<file path="src/rtl/seg7_capture_scan.sv">
// Captures the tiny processor's 7-segment digits, keeps a 4-byte commit history
// and time-multiplexes it onto an 8-digit active-low display.
module seg7_capture_scan #(
  parameter int CLK_DIV     = 50000,
  parameter int SYNC_STAGES = 2
) (
  input  logic       clk,
  input  logic       rst_n,
  input  logic       sclk_in,
  input  logic [6:0] seg_in,
  input  logic       lsb_in,
  input  logic       done_in,
  input  logic       freeze,
  output logic [7:0] s7,
  output logic [7:0] an,
  output logic [2:0] byte_cnt
);

  localparam int CW = (CLK_DIV > 1) ? $clog2(CLK_DIV) : 1;
  localparam logic [CW-1:0] CNT_MAX = CW'(CLK_DIV - 1);

  logic [SYNC_STAGES-1:0] sclk_sync_q, done_sync_q, lsb_sync_q;
  logic [6:0]             seg_sync_q [SYNC_STAGES];
  logic                   sclk_prev_q, done_prev_q;

  logic       sclk_s, done_s, lsb_s;
  logic [6:0] seg_s;
  logic       sclk_rise, done_rise;

  assign sclk_s    = sclk_sync_q[SYNC_STAGES-1];
  assign done_s    = done_sync_q[SYNC_STAGES-1];
  assign lsb_s     = lsb_sync_q[SYNC_STAGES-1];
  assign seg_s     = seg_sync_q[SYNC_STAGES-1];
  assign sclk_rise = sclk_s & ~sclk_prev_q;
  assign done_rise = done_s & ~done_prev_q;

  // All synchronizers share one depth so seg/lsb line up with the sclk edge.
  always_ff @(posedge clk) begin
    if (!rst_n) begin
      sclk_sync_q <= '0;
      done_sync_q <= '0;
      lsb_sync_q  <= '0;
      for (int i = 0; i < SYNC_STAGES; i++) seg_sync_q[i] <= '0;
      sclk_prev_q <= 1'b0;
      done_prev_q <= 1'b0;
    end else begin
      sclk_sync_q   <= {sclk_sync_q[SYNC_STAGES-2:0], sclk_in};
      done_sync_q   <= {done_sync_q[SYNC_STAGES-2:0], done_in};
      lsb_sync_q    <= {lsb_sync_q[SYNC_STAGES-2:0], lsb_in};
      seg_sync_q[0] <= seg_in;
      for (int i = 1; i < SYNC_STAGES; i++) seg_sync_q[i] <= seg_sync_q[i-1];
      sclk_prev_q   <= sclk_s;
      done_prev_q   <= done_s;
    end
  end

  logic [6:0] stage_lo_q, stage_hi_q;
  logic       vld_lo_q, vld_hi_q;
  logic [6:0] digit_q [8];
  logic [2:0] byte_cnt_q;

  always_ff @(posedge clk) begin
    if (!rst_n) begin
      stage_lo_q <= '0;
      stage_hi_q <= '0;
      vld_lo_q   <= 1'b0;
      vld_hi_q   <= 1'b0;
      byte_cnt_q <= '0;
      // NOTE: the history array is reset explicitly so a mid-run reset can never
      // leave stale digits to reappear once byte_cnt grows again.
      for (int i = 0; i < 8; i++) digit_q[i] <= '0;
    end else begin
      if (done_rise) begin
        if (vld_lo_q && vld_hi_q && !freeze) begin
          for (int i = 7; i >= 2; i--) digit_q[i] <= digit_q[i-2];
          digit_q[1] <= stage_hi_q;
          digit_q[0] <= stage_lo_q;
          if (byte_cnt_q != 3'd4) byte_cnt_q <= byte_cnt_q + 3'd1;
        end
        vld_lo_q <= 1'b0;
        vld_hi_q <= 1'b0;
      end
      // NOTE: non-blocking semantics let this later set override the clear above
      // while the commit still reads the pre-edge staging values.
      if (sclk_rise) begin
        if (lsb_s) begin
          stage_lo_q <= seg_s;
          vld_lo_q   <= 1'b1;
        end else begin
          stage_hi_q <= seg_s;
          vld_hi_q   <= 1'b1;
        end
      end
    end
  end

  logic [CW-1:0] cnt_q;
  logic [2:0]    idx_q;
  logic [7:0]    s7_q, an_q;
  logic [7:0]    s7_d, an_d;
  logic [3:0]    lit_lim;

  assign lit_lim = {byte_cnt_q, 1'b0};

  // NOTE: defaults first so every path assigns both outputs and no latch forms.
  always_comb begin
    an_d      = ~(8'b1 << idx_q);
    s7_d      = 8'hFF;
    s7_d[7]   = ~(freeze && (idx_q == 3'd0));
    if ({1'b0, idx_q} < lit_lim) s7_d[6:0] = ~digit_q[idx_q];
  end

  always_ff @(posedge clk) begin
    if (!rst_n) begin
      cnt_q <= '0;
      idx_q <= '0;
      an_q  <= 8'hFE;
      s7_q  <= 8'hFF;
    end else begin
      if (cnt_q == CNT_MAX) begin
        cnt_q <= '0;
        idx_q <= idx_q + 3'd1;
      end else begin
        cnt_q <= cnt_q + 1'b1;
      end
      an_q <= an_d;
      s7_q <= s7_d;
    end
  end

  assign s7       = s7_q;
  assign an       = an_q;
  assign byte_cnt = byte_cnt_q;

endmodule

</file>
<file path="config.mk">
export PLATFORM = sky130hd
export DESIGN_NAME = seg7_capture_scan
export DESIGN_NICKNAME = d
export VERILOG_FILES = /design/src/rtl/seg7_capture_scan.sv
export SDC_FILE = /design/constraint.sdc
export NUM_CORES = 1
export LEC_CHECK = 0
export CORE_ASPECT_RATIO = 0.7
export CORE_MARGIN = 2
export CORE_UTILIZATION = 53
export DETAILED_ROUTE_END_ITERATION = 7
export MAX_ROUTING_LAYER = met4
export PLACE_DENSITY_LB_ADDON = 0.08
export SLEW_MARGIN = 20
export SYNTH_ARGS = -nofsm -noshare
export SYNTH_HDL_FRONTEND = slang
export SYNTH_SLANG_ARGS = --single-unit
</file>
<file path="constraint.sdc">
create_clock -name clk -period 2.6 [get_ports clk]
set_input_delay 0.39 -clock clk [delete_from_list [all_inputs] [get_ports clk]]
set_output_delay 0.39 -clock clk [all_outputs]
set_load 0.03 [all_outputs]
</file>
==> run metrics <==
Comb power frac between 2 and 2.5%; RSZ-0062 raised after global routing false; largest net degree at the start of global routing between 80 and 90; gp weighted congestion slightly below 0.9; H-tree Lvls 4; crit path cell chain or4b_1 > or4_4 > o21ai_2 > nor2_1; net count after synthesis roughly 440; most frequent cells in the layout dfxtp_1 (79), and3_1 (56), edfxtp_1 (56); adder-cell share of the synthesized area under 10%; Rows 30; sw frac approximately a fifth; Initial Util between 50 and 60%; NetSw between 0.0009 and 0.001 W; hold path depth 3; Flop pwr share 48.2%; Avg Inst Size Synth ~13 sq um; post-CTS setup repair buffer count 0; # diodes 0; CTS tree done; Int Power between 0.003 and 0.004 W; leakage power approximately 2.4 nW; Area contributors post-synth edfxtp_1 (32%), dfxtp_1 (30%), and3_1 (6.7%), mux4_2 (6.0%), mux2i_1 (4.2%); post_cts resized 0; reg2reg path depth 4; DRT iter0 DRCs roughly 230; Pins Over Slew Limit 0; # nets final around 470; die width between 100 and 150 um; Post-DRT Antenna Nets 0; GRT overflow 0; max-cap violations 0; fmax between 400 and 500 MHz; Hold Startpoint rst_n; first-pass GRT wire length approximately 14000 um; clock root cell clkbuf_16; I/O pin cnt 32; commonest non-fill, non-tap cell in the layout dfxtp_1; period utilisation layout between 80 and 90%; worst-margin pin slew approximately 0.88 ns; area grow syn2layout 19.5%; Post-synth EDFFs 56; VDD IR max 0.693 mV; post-DP HPWL approximately 5400 um; 1st-pass router iterations 4; synthesized area between 0.005 and 0.006 sq mm; CP Class register to register; largest family of logic cells by synthesized area simple AND/OR/NAND/NOR gates; Worst Hold Class primary input to register; Crit Path Max Fanout 15; Reg clk slew, reported paths 0.06 ns; sequential share of the synthesized area a little over three fifths; Core Footprint slightly below 0.01 sq mm; Worst EP arrival approximately 2.6 ns; share of layout cells above drive strength 1 a little over an eighth; setup_tns 0 ns; post-synth top area share around a third; vias in the first global route approximately 2800; Main synth FF type dfxtp_1; via count 3057; Synth Area in XOR/XNOR under 10%; endpoint class of the critical path register; proportion of synthesized area in mux cells between 10% and 20%; Slew Limit Headroom between 40% and 50%; worst path required time approximately 2.9 ns; fin crit period 2.27 ns; Residual DRC 0; outcome finished clean; full die area 0.0107 sq mm; worst skew pair latency approximately 0.4 ns; Min Hold Slack between 0.3 and 0.4 ns; Post-Syn Instances 416; fraction of registers with async set/reset 0%; final setup violation count 0; P per Cell Area between 700 and 800 mW/mm^2; Fin. Hold Viols 0; CTS Buffer Depth 2; Setup Skew approximately 0.010 ns; CTS sink count between 100 and 150; Routed WL about 8500 um; initial antenna violation count 0; Clk pwr share a little under 50%; CTS buffer count 17; Slowest-stage cell, CP or4b_1; post-synthesis compound-gate area fraction between 1.5 and 2%; Unique masters post-synth 33; I/O Buffers 31; Die Span Y 87.0 um; FF+latch count, synth ~140; startpoint types register; largest area contributor in the netlist edfxtp_1; Ys Warns 0; vias per cell between 5 and 6; routed len/inst ~14 um; Post-Synth Simple-Gate Area 18.1%; CTS Hold Bufs 0; CP max stage delay 0.56 ns; gr usage total 18.4%; Worst Setup SP cnt_q[10]$_SDFF_PP0_; FF-to-FF Start cnt_q[10]$_SDFF_PP0_
[worst paths after layout]
path | endpoint | slack, ns
max | cnt_q[6]$_SDFF_PP0_ | 0.33
min | cnt_q[2]$_SDFF_PP0_ | 0.39
max reg2reg | cnt_q[6]$_SDFF_PP0_ | 0.33
min reg2reg | seg_sync_q[0][7]$_SDFF_PN0_ | 0.43
[state kept, by name, indices dropped and copies added (netlist names), 3 cells and up, named ones only]
register    flops
seg_sync_q     14
idx_q           3
byte_cnt        3
stage_hi_q      7
an              8
digit_q        56
cnt_q          16
s7              8
stage_lo_q      7
[layout make-up]
class	count	area, sq um
inverter	9	33.8
sequential	135	3260
fill	698	3420
timing repair buffer	38	358
multi-input combinational	247	1830
clock buffer	18	429
clock inverter	14	159
tap	128	160
[through the flow]
step | utilization, % | instances | power (W) | worst slack (ns) | area [sq um]
final | 64.6 | 589 | 0.00473 | 0.325 | 6230
after global routing | 64.6 | 589 | 0.00490 | 0.136 | 6230
after CTS | 64.6 | 589 | 0.00478 | 0.331 | 6230
after detailed placement | 58.5 | 557 | 0.00244 | 0.333 | 5640
after global placement | 58.5 | 557 | 0.00243 | 0.405 | 5640
after floorplan | - | 416 | 0.00239 | 0.360 | 5220
[worst max-delay path: cells and delay by family (launching register included)]
kind	cells	cell delay, ns
AOI/OAI and AO/OA	1	0.54
and+or+nand+nor	3	1.24
DFF	1	0.35
[logic make-up after synthesis]
| logic type | after synthesis |
|---|---|
| simple gates | 171 |
| fa+ha+maj | 10 |
| flops | 135 |
| xor+xnor | 15 |
| mux | 36 |
| compound gates | 15 |
| buf+inv | 34 |
[per-layer routing]
layer | track usage [%] | up-vias | part of all wire [%]
met5 | - | - | 0
met4 | 9.09 | 0 | 1.6
met3 | 7.66 | 11 | 7.3
met2 | 23.4 | 82 | 41
met1 | 25.1 | 1413 | 50
li1 | - | 1551 | -
[power groups by stage]
stage | registers [W] | clock network [W] | logic (W)
6_report | 0.00228 | 0.00234 | 0.000110
5_1_grt | 0.00228 | 0.00249 | 0.000123
4_1_cts | 0.00228 | 0.00239 | 0.000112
3_5_place_dp | 0.00232 | 0 | 0.000112
3_3_place_gp | 0.00232 | 0 | 0.000108
2_1_floorplan | 0.00232 | 0 | 0.0000710
[Yosys cell counts (2+ instances only)]
master and number:
inv_1 8, nor4_1 5, and2_1 22, nand4_1 3, o21ai_0 4, buf_1 3, or2_2 7, mux4_2 14
edfxtp_1 56, a21oi_1 9, mux2i_1 22, or3_1 2, dfxtp_1 79, nor3_1 6, clkbuf_1 20, nand3_1 15
nand2b_1 4, and3_1 56, ha_1 10, xnor2_1 14, nand2_1 8, nor2_1 38
Power figures use the tool's default switching activity.
==> RTL change (same settings) <==
Register the inputs `seg_in`, `lsb_in`, `done_in` and `freeze` before use, cleared by the reset. The logic sees them one clock later.
--- a/src/rtl/seg7_capture_scan.sv
+++ b/src/rtl/seg7_capture_scan.sv
@@ -20,2 +20,21 @@
   localparam logic [CW-1:0] CNT_MAX = CW'(CLK_DIV - 1);
+
+  logic [6:0] seg_q;
+  logic lsb_q;
+  logic done_q;
+  logic freeze_q;
+
+  always_ff @(posedge clk) begin
+    if (!rst_n) begin
+      seg_q    <= '0;
+      lsb_q    <= '0;
+      done_q   <= '0;
+      freeze_q <= '0;
+    end else begin
+      seg_q    <= seg_in;
+      lsb_q    <= lsb_in;
+      done_q   <= done_in;
+      freeze_q <= freeze;
+    end
+  end
 
@@ -47,5 +66,5 @@
       sclk_sync_q   <= {sclk_sync_q[SYNC_STAGES-2:0], sclk_in};
-      done_sync_q   <= {done_sync_q[SYNC_STAGES-2:0], done_in};
-      lsb_sync_q    <= {lsb_sync_q[SYNC_STAGES-2:0], lsb_in};
-      seg_sync_q[0] <= seg_in;
+      done_sync_q   <= {done_sync_q[SYNC_STAGES-2:0], done_q};
+      lsb_sync_q    <= {lsb_sync_q[SYNC_STAGES-2:0], lsb_q};
+      seg_sync_q[0] <= seg_q;
       for (int i = 1; i < SYNC_STAGES; i++) seg_sync_q[i] <= seg_sync_q[i-1];
@@ -73,3 +92,3 @@
       if (done_rise) begin
-        if (vld_lo_q && vld_hi_q && !freeze) begin
+        if (vld_lo_q && vld_hi_q && !freeze_q) begin
           for (int i = 7; i >= 2; i--) digit_q[i] <= digit_q[i-2];
@@ -108,3 +127,3 @@
     s7_d      = 8'hFF;
-    s7_d[7]   = ~(freeze && (idx_q == 3'd0));
+    s7_d[7]   = ~(freeze_q && (idx_q == 3'd0));
     if ({1'b0, idx_q} < lit_lim) s7_d[6:0] = ~digit_q[idx_q];
Behaviour: not the same (Yosys sat finds a counterexample within 4 cycles, from zero or initial values and one cycle with rst_n low).
==> RTL change against the original RTL <==
  * Sequential power up 7%
  * Count of clock-buffer cells in the layout up 1
  * Cell count grew 2.5%
  * Power increased by 7.5%
  * Worst setup slack improved by 0.36 ns
  * Routed wire length is 5.7% higher
  * Synthesized cell count up 3.4%
  * Synthesized area up 8.2%
  * Worst hold slack gained 0.040 ns
  * Sequential cell count rose by 10
  * Final area grew 7.1%
  * Combinational power increased by 4%
  * Critical path depth down 3
==> RTL change: results <==
[grt]
grt_first_pass_wirelength_um = 15000
grt.total_usage = 0.177
grt_antenna_before_repair = 0
grt_pass1_vias = 2986
largest_net_degree_at_the_start_of_global_routing = 75

[clock_tree]
postCtsSetupBuffers = 0
cts_buffer_depth = 2
clk_root_buffer_cell = clkbuf_16
clock_tree.htree_level_count = 4
post_cts_resized = 0
clkLatencyLatePin_ns = 0.41
cts.reportedPaths.clkPinSlew_ns = 0.06
total_clock_buffers_created_by_cts = 17

[critical_path]
crit_path_max_incr_delay_ns = 0.70
worst_ep_arrival_time_ns = 1.52
worst-r2r-cell-count = 5
critical_path.max_fanout = 5
rrSetupSlack_ns = 0.90
critical-path-slowest-cell = clkdlybuf4s50_1
worst_path_dominant_cell_family = buffers and inverters

[synth]
netlist-cell-type-count = 41
asyncSetResetFlopFracSynth = 0
synth_sequential_area_ratio = 0.614
number_of_nets_produced_by_synthesis = 453
yosysWarnings = 0
yosys-top-cells-area = dfxtp_1 32%, edfxtp_1 30%, and3_1 6.3%
synth.cells.most_frequent = 89 x dfxtp_1, 57 x and3_1, 56 x edfxtp_1
synth_enable_flop_cells = 56

[min_path]
min-delay-path-class = flip-flop to flip-flop
hold_path_depth = 1

[timing]
achievable-frequency_mhz = 522
clock_skew_ns = 0.00842
timing.slew.headroom = 0.431

[routing]
via_per_inst = 5.17
met2RoutedLength_um = 3800
top_layer = met4
detailed_route_wl_um = 8960
detailroute.wirelength.met3_um = 359
detail_route.iter0.violations = 300
drtPass1Iterations = 4
routed_length_on_met1_um = 4700

[final_layout]
diodes = 0
registers_with_the_most_flip_flops = digit_q: 56 flops, cnt_q: 16 flops, seg_sync_q: 14 flops
share_of_layout_cells_above_drive_strength_1 = 0.131
layout.nets = 482

[placed_design]
post-dp-hpwl_um = 5450
dpl-instance-area_um2 = 6040
gp_congestion = 0.830
count_of_input_and_output_buffers = 31
detailedPlace.worstSlack_ns = 0.821

[pwr]
irDropWorstVdd_uv = 541
leakagePower_nw = 2.70

[outcome]
outcome = finished clean
RTL change: cell type report:
cell class / count / area [um2]
multi-input cells: 250 / 2020
inverters: 8 / 30.0
clock buffers: 19 / 458
repair buffers: 37 / 363
clock inverters: 13 / 169
flip-flops and latches: 145 / 3460
fillers: 759 / 3690
well taps: 132 / 165
RTL change: path summary, 6_finish.rpt:
path	start	to
worst max register to register	byte_cnt[1]	s7[5]
worst min-delay path	seg_sync_q[0][0]	seg_sync_q[0][7]
worst min register to register	seg_sync_q[0][0]	seg_sync_q[0][7]
worst max-delay path	byte_cnt[2]	byte_cnt[2]
RTL change: power by group:
group	internal (W)	switching (W)
Clock	0.00160	0.000944
Sequential	0.00241	0.0000249
Combinational	0.0000550	0.0000594
Total	0.00406	0.00103
RTL change: logic make-up after synthesis:
family / after synthesis / share of synthesized area
simple gates: 178 / 0.199
flops: 145 / 0.614
mux: 38 / 0.101
buf+inv: 35 / 0.0297
xor+xnor: 16 / 0.0249
fa+ha+maj: 10 / 0.0222
compound gates: 8 / 0.00932
RTL change: worst register-to-register path: stages (launching register included):
cell	delay (ns)
dfxtp_1	0.36
inv_1	0.08
ha_1	0.28
a21oi_1	0.05
o21ai_0	0.66
or2_1	0.20
RTL change: layer usage:
| layer | track usage | vias up |
|---|---|---|
| li1 | - | 1581 |
| met1 | 0.255 | 1464 |
| met2 | 0.236 | 65 |
| met3 | 0.0504 | 12 |
| met4 | 0.0687 | 0 |
| met5 | - | - |
RTL change: through the flow:
stage / utilization / hold slack (ns) / cells
after floorplan: - / 0.412 / 430
after global placement: 0.584 / 0.415 / 572
after global routing: 0.644 / 0.440 / 604
final: 0.644 / 0.430 / 604
after detailed placement: 0.584 / 0.417 / 572
after CTS: 0.644 / 0.431 / 604
